### src/rtl/div_unit.sv
// div_unit: sequential signed divider (restoring, one quotient bit per cycle).
// Quotient is returned on lo and remainder on hi, with MIPS DIV semantics:
// the quotient truncates toward zero and the remainder takes the dividend's sign.
// A zero divisor skips the iteration, raises div_zero and leaves lo/hi untouched.
// Optional build macro DIV_EARLY_OUT_EN: when |a| < |b| the answer (lo=0, hi=a)
// is known at capture time, so the unit jumps straight to DONE. The results are
// the same in both builds; only the latency changes.

module div_unit #(
   parameter int WIDTH = 32,
   parameter int CNT_W = 6
) (
   input  logic             clock,
   input  logic             reset,
   input  logic             start,
   input  logic [WIDTH-1:0] a,
   input  logic [WIDTH-1:0] b,
   output logic [WIDTH-1:0] lo,
   output logic [WIDTH-1:0] hi,
   output logic             fim,
   output logic             div_zero,
   output logic             busy
);

   typedef enum logic [1:0] {
      IDLE = 2'd0,
      RUN  = 2'd1,
      FIX  = 2'd2,
      DONE = 2'd3
   } state_t;

   state_t state;
   state_t next_state;

   // Magnitude working registers plus the signs needed to restore the result.
   logic [WIDTH-1:0] q;
   logic [WIDTH-1:0] rem;
   logic [WIDTH-1:0] abs_b;
   logic [CNT_W-1:0] count;
   logic             sign_q;
   logic             sign_r;
   logic             div_zero_pending;

   // Combinational helpers for operand capture and the restoring step.
   logic [WIDTH-1:0] abs_a_in;
   logic [WIDTH-1:0] abs_b_in;
   logic             b_is_zero;
   logic             early_out;
   logic [WIDTH:0]   rem_shift;
   logic [WIDTH-1:0] rem_sub;
   logic             rem_ge;
   logic             last_step;

   // Operand magnitudes and the shortcut decisions taken in IDLE.
   always_comb begin
      abs_a_in  = a[WIDTH-1] ? -a : a;
      abs_b_in  = b[WIDTH-1] ? -b : b;
      b_is_zero = (b == '0);
`ifdef DIV_EARLY_OUT_EN
      early_out = !b_is_zero && (abs_a_in < abs_b_in);
`else
      early_out = 1'b0;
`endif
   end

   // One restoring step: the remainder is shifted into a WIDTH+1-bit value so
   // the compare against |b| can never overflow, even for |b| = 2^(WIDTH-1).
   always_comb begin
      rem_shift = {rem, q[WIDTH-1]};
      rem_ge    = (rem_shift >= {1'b0, abs_b});
      rem_sub   = rem_shift[WIDTH-1:0] - abs_b;
      last_step = (count == CNT_W'(WIDTH - 1));
   end

   // State register.
   always_ff @(posedge clock) begin
      if (reset) begin
         state <= IDLE;
      end else begin
         state <= next_state;
      end
   end

   // Next-state logic and busy flag.
   always_comb begin
      next_state = state;
      busy       = (state != IDLE);
      case (state)
         IDLE: begin
            if (start) begin
               if (b_is_zero || early_out) begin
                  next_state = DONE;
               end else begin
                  next_state = RUN;
               end
            end
         end
         RUN: begin
            if (last_step) begin
               next_state = FIX;
            end
         end
         FIX: begin
            next_state = DONE;
         end
         DONE: begin
            next_state = IDLE;
         end
         default: begin
            next_state = IDLE;
         end
      endcase
   end

   // Operand capture in IDLE and the iterative quotient/remainder update in RUN.
   always_ff @(posedge clock) begin
      if (reset) begin
         q                <= '0;
         rem              <= '0;
         abs_b            <= '0;
         count            <= '0;
         sign_q           <= 1'b0;
         sign_r           <= 1'b0;
         div_zero_pending <= 1'b0;
      end else begin
         case (state)
            IDLE: begin
               if (start) begin
                  sign_q           <= a[WIDTH-1] ^ b[WIDTH-1];
                  sign_r           <= a[WIDTH-1];
                  q                <= abs_a_in;
                  rem              <= '0;
                  abs_b            <= abs_b_in;
                  count            <= '0;
                  div_zero_pending <= b_is_zero;
               end
            end
            RUN: begin
               rem   <= rem_ge ? rem_sub : rem_shift[WIDTH-1:0];
               q     <= {q[WIDTH-2:0], rem_ge};
               count <= count + 1'b1;
            end
            default: begin
            end
         endcase
      end
   end

   // Architectural results: sign fix-up, completion pulse and zero flag.
   always_ff @(posedge clock) begin
      if (reset) begin
         lo       <= '0;
         hi       <= '0;
         fim      <= 1'b0;
         div_zero <= 1'b0;
      end else begin
         fim <= 1'b0;
         case (state)
            IDLE: begin
               if (start) begin
                  div_zero <= 1'b0;
                  if (early_out) begin
                     lo <= '0;
                     hi <= a;
                  end
               end
            end
            FIX: begin
               lo <= sign_q ? -q : q;
               hi <= sign_r ? -rem : rem;
            end
            DONE: begin
               fim      <= 1'b1;
               div_zero <= div_zero_pending;
            end
            default: begin
            end
         endcase
      end
   end

endmodule
### config.mk
export PLATFORM = sky130hd
export DESIGN_NAME = div_unit
export DESIGN_NICKNAME = d
export VERILOG_FILES = /design/src/rtl/div_unit.sv
export SDC_FILE = /design/constraint.sdc
export NUM_CORES = 1
export LEC_CHECK = 0
export BUFFER_PORTS_ARGS = -buffer_cell sky130_fd_sc_hd__clkbuf_2
export CAP_MARGIN = 40
export CORE_MARGIN = 2
export CORE_UTILIZATION = 40
export CTS_CLUSTER_DIAMETER = 150
export DETAILED_ROUTE_END_ITERATION = 6
export MAX_ROUTING_LAYER = met4
export PLACE_DENSITY = 0.6
export SLEW_MARGIN = 0
export SYNTH_ARGS = -nofsm -noshare
export SYNTH_HDL_FRONTEND = slang
export SYNTH_SLANG_ARGS = --single-unit
### constraint.sdc
create_clock -name clock -period 4 [get_ports clock]
set_clock_uncertainty 0.05 [all_clocks]
set_input_delay 0.2 -clock clock [delete_from_list [all_inputs] [get_ports clock]]
set_output_delay 0.2 -clock clock [all_outputs]
set_load 0.02 [all_outputs]
==> reports/metrics.cfg <==
[clocking]
htree_levels = 4
cts_sinks = 173
insertion_delay_ps = 440
clkTransAtPathRegs_ps = 70
cts.path.max_buffers = 2
cts_resized = 0
numCtsBuffers = 17
cts_setup_buffers = 0
hold_buffers = 0
clockRootBuffer = clkbuf_16
cts_tree = yes

[worst_setup_path]
critPathCaptureType = register
arrival_ps = 3800
crit_path_max_fanout = 18
crit_buf_inv = 1
cp.required_ps = 4260
path_class = register to register
crit_family = compound AO/OA/AOI/OAI gates
setup.worst_path.start_class = register
cpPeakStageDelay_ps = 460
crit_chain = ha_1 -> and4_1 -> nand2_1 -> a21oi_1 -> o21ai_0 -> a211oi_1 -> a31oi_1 -> o311ai_4 -> buf_4 -> mux2i_1 -> o21ai_0
cpMaxStageDelayCell = a211oi_1
cpMostUsedCell = o21ai_0

[timing]
finalSetupTns_ps = 0
fin_crit_ps = 3540
rsz0062_at_grt = false
slew_headroom = 0.453
fin_ws_ps = 460
setup_viol = 0
fmax_mhz = 282
finalHoldViolCount = 0
drv_slew = 0
worstMarginPinSlew_ps = 820
finalCritPeriodShare = 0.885

[floorplan]
die_x_um = 166
fp.dieH_um = 166
rows = 59
core_um2 = 25900
io_pins = 134
dieArea_um2 = 27500
initial_core_util = 0.405

[grt]
met1_usage = 0.302
met3_usage = 0.0286
grt_pass1_vias = 8861
met2_usage = 0.304
overflow = 0
grt_usage = 0.207
antenna_found_initial = 0
busiest_layer = met2
grt_pass1_wl_mm = 46.0
grt_max_degree = 68

[pwr]
power.density_nw_per_um2 = 632
peakVddDrop_uv = 356
total_leakage_power_uw = 0.00492

[place]
place.gp.congestion = 0.930
dp_hpwl_mm = 21.0
numPortBuffers = 133
dpl_worst_slack_ps = 578
dp.cells = 1687

[detailed_routing]
drt-vias-per-instance = 5.49
vias = 9439
antenna_left = 0
drtIter0Drc = 744
drc = 0
wl_mm = 27.9
wl_per_cell_um = 16.3
first_pass_iters = 6

[synth]
synth_seq_cells = 173
synth_compound_area_frac = 0.240
ys_warn_count = 0
syn_nets = 1381
ys_types = 61
synthAdderAreaFrac = 0.0508
synth-edff-count = 0
synthMuxAreaShare = 0.0410
synth_top_family_by_area = compound AO/OA/AOI/OAI gates
syn_area_um2 = 10500
synth-async-reset-ratio = 0
synth_ff_type = dfxtp_1
ys_seq_area_frac = 0.330
yosys.area_share.simple = 0.166
syn_area_per_cell_um2 = 8.25
synthCells = 1272
synthXorXnorAreaFrac = 0.125

[cells_and_area]
final_util = 0.468
syn_to_final_growth_pct = 15.6
drive_above_1_share = 0.151
nNetsFinal = 1480
instances_no_fill = 1718
diodes = 0

[outcome]
status = finished, final reports clean

[min_path]
hold_class = primary input to register

[run]
cap_violations = 0

==> cells in the mapped netlist, types with 3 or more instances <==
master	count	area (um^2)
a21oi_1	34	170
a21o_1	21	158
nand4_1	6	37.5
a31oi_1	7	43.8
xnor2_1	57	499
a211oi_1	91	683
clkbuf_1	63	236
o41ai_1	15	131
o21ai_0	81	405
o31ai_1	33	248
dfxtp_1	173	3460
nor2_1	162	608
nand2b_1	6	37.5
ha_1	41	513
a221o_1	3	30.0
nor3_1	12	60.1
buf_1	8	30.0
nor2b_1	7	43.8
and2_1	12	75.1
nor4_1	10	62.6
inv_1	58	218
and3_1	3	18.8
o21bai_1	3	22.5
nand3_1	12	60.1
buf_2	3	15.0
or3_1	21	131
or4_1	10	75.1
xor2_1	93	815
mux2i_1	43	430
nand2_1	103	387
o21a_1	7	52.6
or4_4	3	33.8
a222oi_1	29	290
or3_4	3	33.8
or2_2	5	31.3
==> report_power, final <==
part           switching [uW]  total, uW  leakage [uW]  internal [uW]
combinational            2140       3530       0.00323           1380
sequential                351       2510       0.00141           2160
clock                     732       1630      0.000273            895
total                    3230       7670       0.00492           4440
==> sequential cells by signal, indices dropped and copies added, names as in the netlist <==
name and count:
count 6, state 2, lo 32, div_zero 1
hi 32, q 32, abs_b 32, div_zero_pending 1
sign_q 1, sign_r 1, rem 32, fim 1
==> area by class of cell <==
type | instances | area [um^2]
fillers | 2581 | 13800
well taps | 335 | 419
clock inverters | 11 | 111
multi-input cells | 967 | 6580
flip-flops and latches | 173 | 3460
repair buffers | 154 | 881
inverters | 58 | 218
clock buffers | 20 | 457
==> through the flow <==
stage	instance area [um^2]	total power, uW	hold slack [ps]
3_3_place_gp	11500	6000	406
6_report	12100	7670	66.7
4_1_cts	12100	7700	57.6
3_5_place_dp	11600	6070	410
5_1_grt	12100	8220	87.5
2_1_floorplan	10500	5050	286
==> logic make-up (layout without fill, tap and decap cells) <==
logic type                 after synthesis  count (layout)
DFF                                    173             173
buffers and inverters                  132             243
xor gates and xnor gates               150             150
and+or+nand+nor                        380             380
muxes                                   43              43
adders and majority gates               42              42
AOI/OAI and AO/OA                      352             352
==> per-layer routing <==
layer | share of wire | up-vias | wire length (um)
met5 | 0 | - | 0
met4 | 0.012 | 0 | 325
met3 | 0.041 | 23 | 1140
met2 | 0.43 | 212 | 11900
met1 | 0.52 | 4401 | 14500
li1 | - | 4803 | -
==> worst min-delay path: cells and delay by family <==
kind | cells | cell delay (ps)
AOI/OAI and AO/OA | 1 | 70
buffers and inverters | 1 | 100
xor gates and xnor gates | 1 | 130
==> path summary, 6_finish.rpt <==
| kind | to | startpoint | cells after the start | slack [ps] |
|---|---|---|---|---|
| max reg2reg | rem[8]$_SDFFE_PP0P_ | rem[7]$_SDFFE_PP0P_ | 11 | 460 |
| min reg2reg | abs_b[0]$_SDFFE_PP0P_ | abs_b[0]$_SDFFE_PP0P_ | 2 | 420 |
| max | rem[8]$_SDFFE_PP0P_ | rem[7]$_SDFFE_PP0P_ | 11 | 460 |
| min | abs_b[30]$_SDFFE_PP0P_ | b[30] | 3 | 70 |
==> layout by cell type (no fill, tap or decap), drive strengths merged, types with 12 or more instances in the layout <==
master	Yosys	routed
nor3	12	12
nand2	103	103
buf	11	22
xor2	93	93
a21oi	34	34
o41ai	17	17
a211oi	92	92
nor2	162	162
inv	58	60
a222oi	29	29
a21o	21	21
clkbuf	63	152
or3	24	24
and2	12	12
mux2i	43	43
o21ai	81	81
dfxtp	173	173
nand3	12	12
ha	41	41
or4	13	13
o31ai	34	34
xnor2	57	57
No activity file was read; power rests on OpenSTA's default activity.
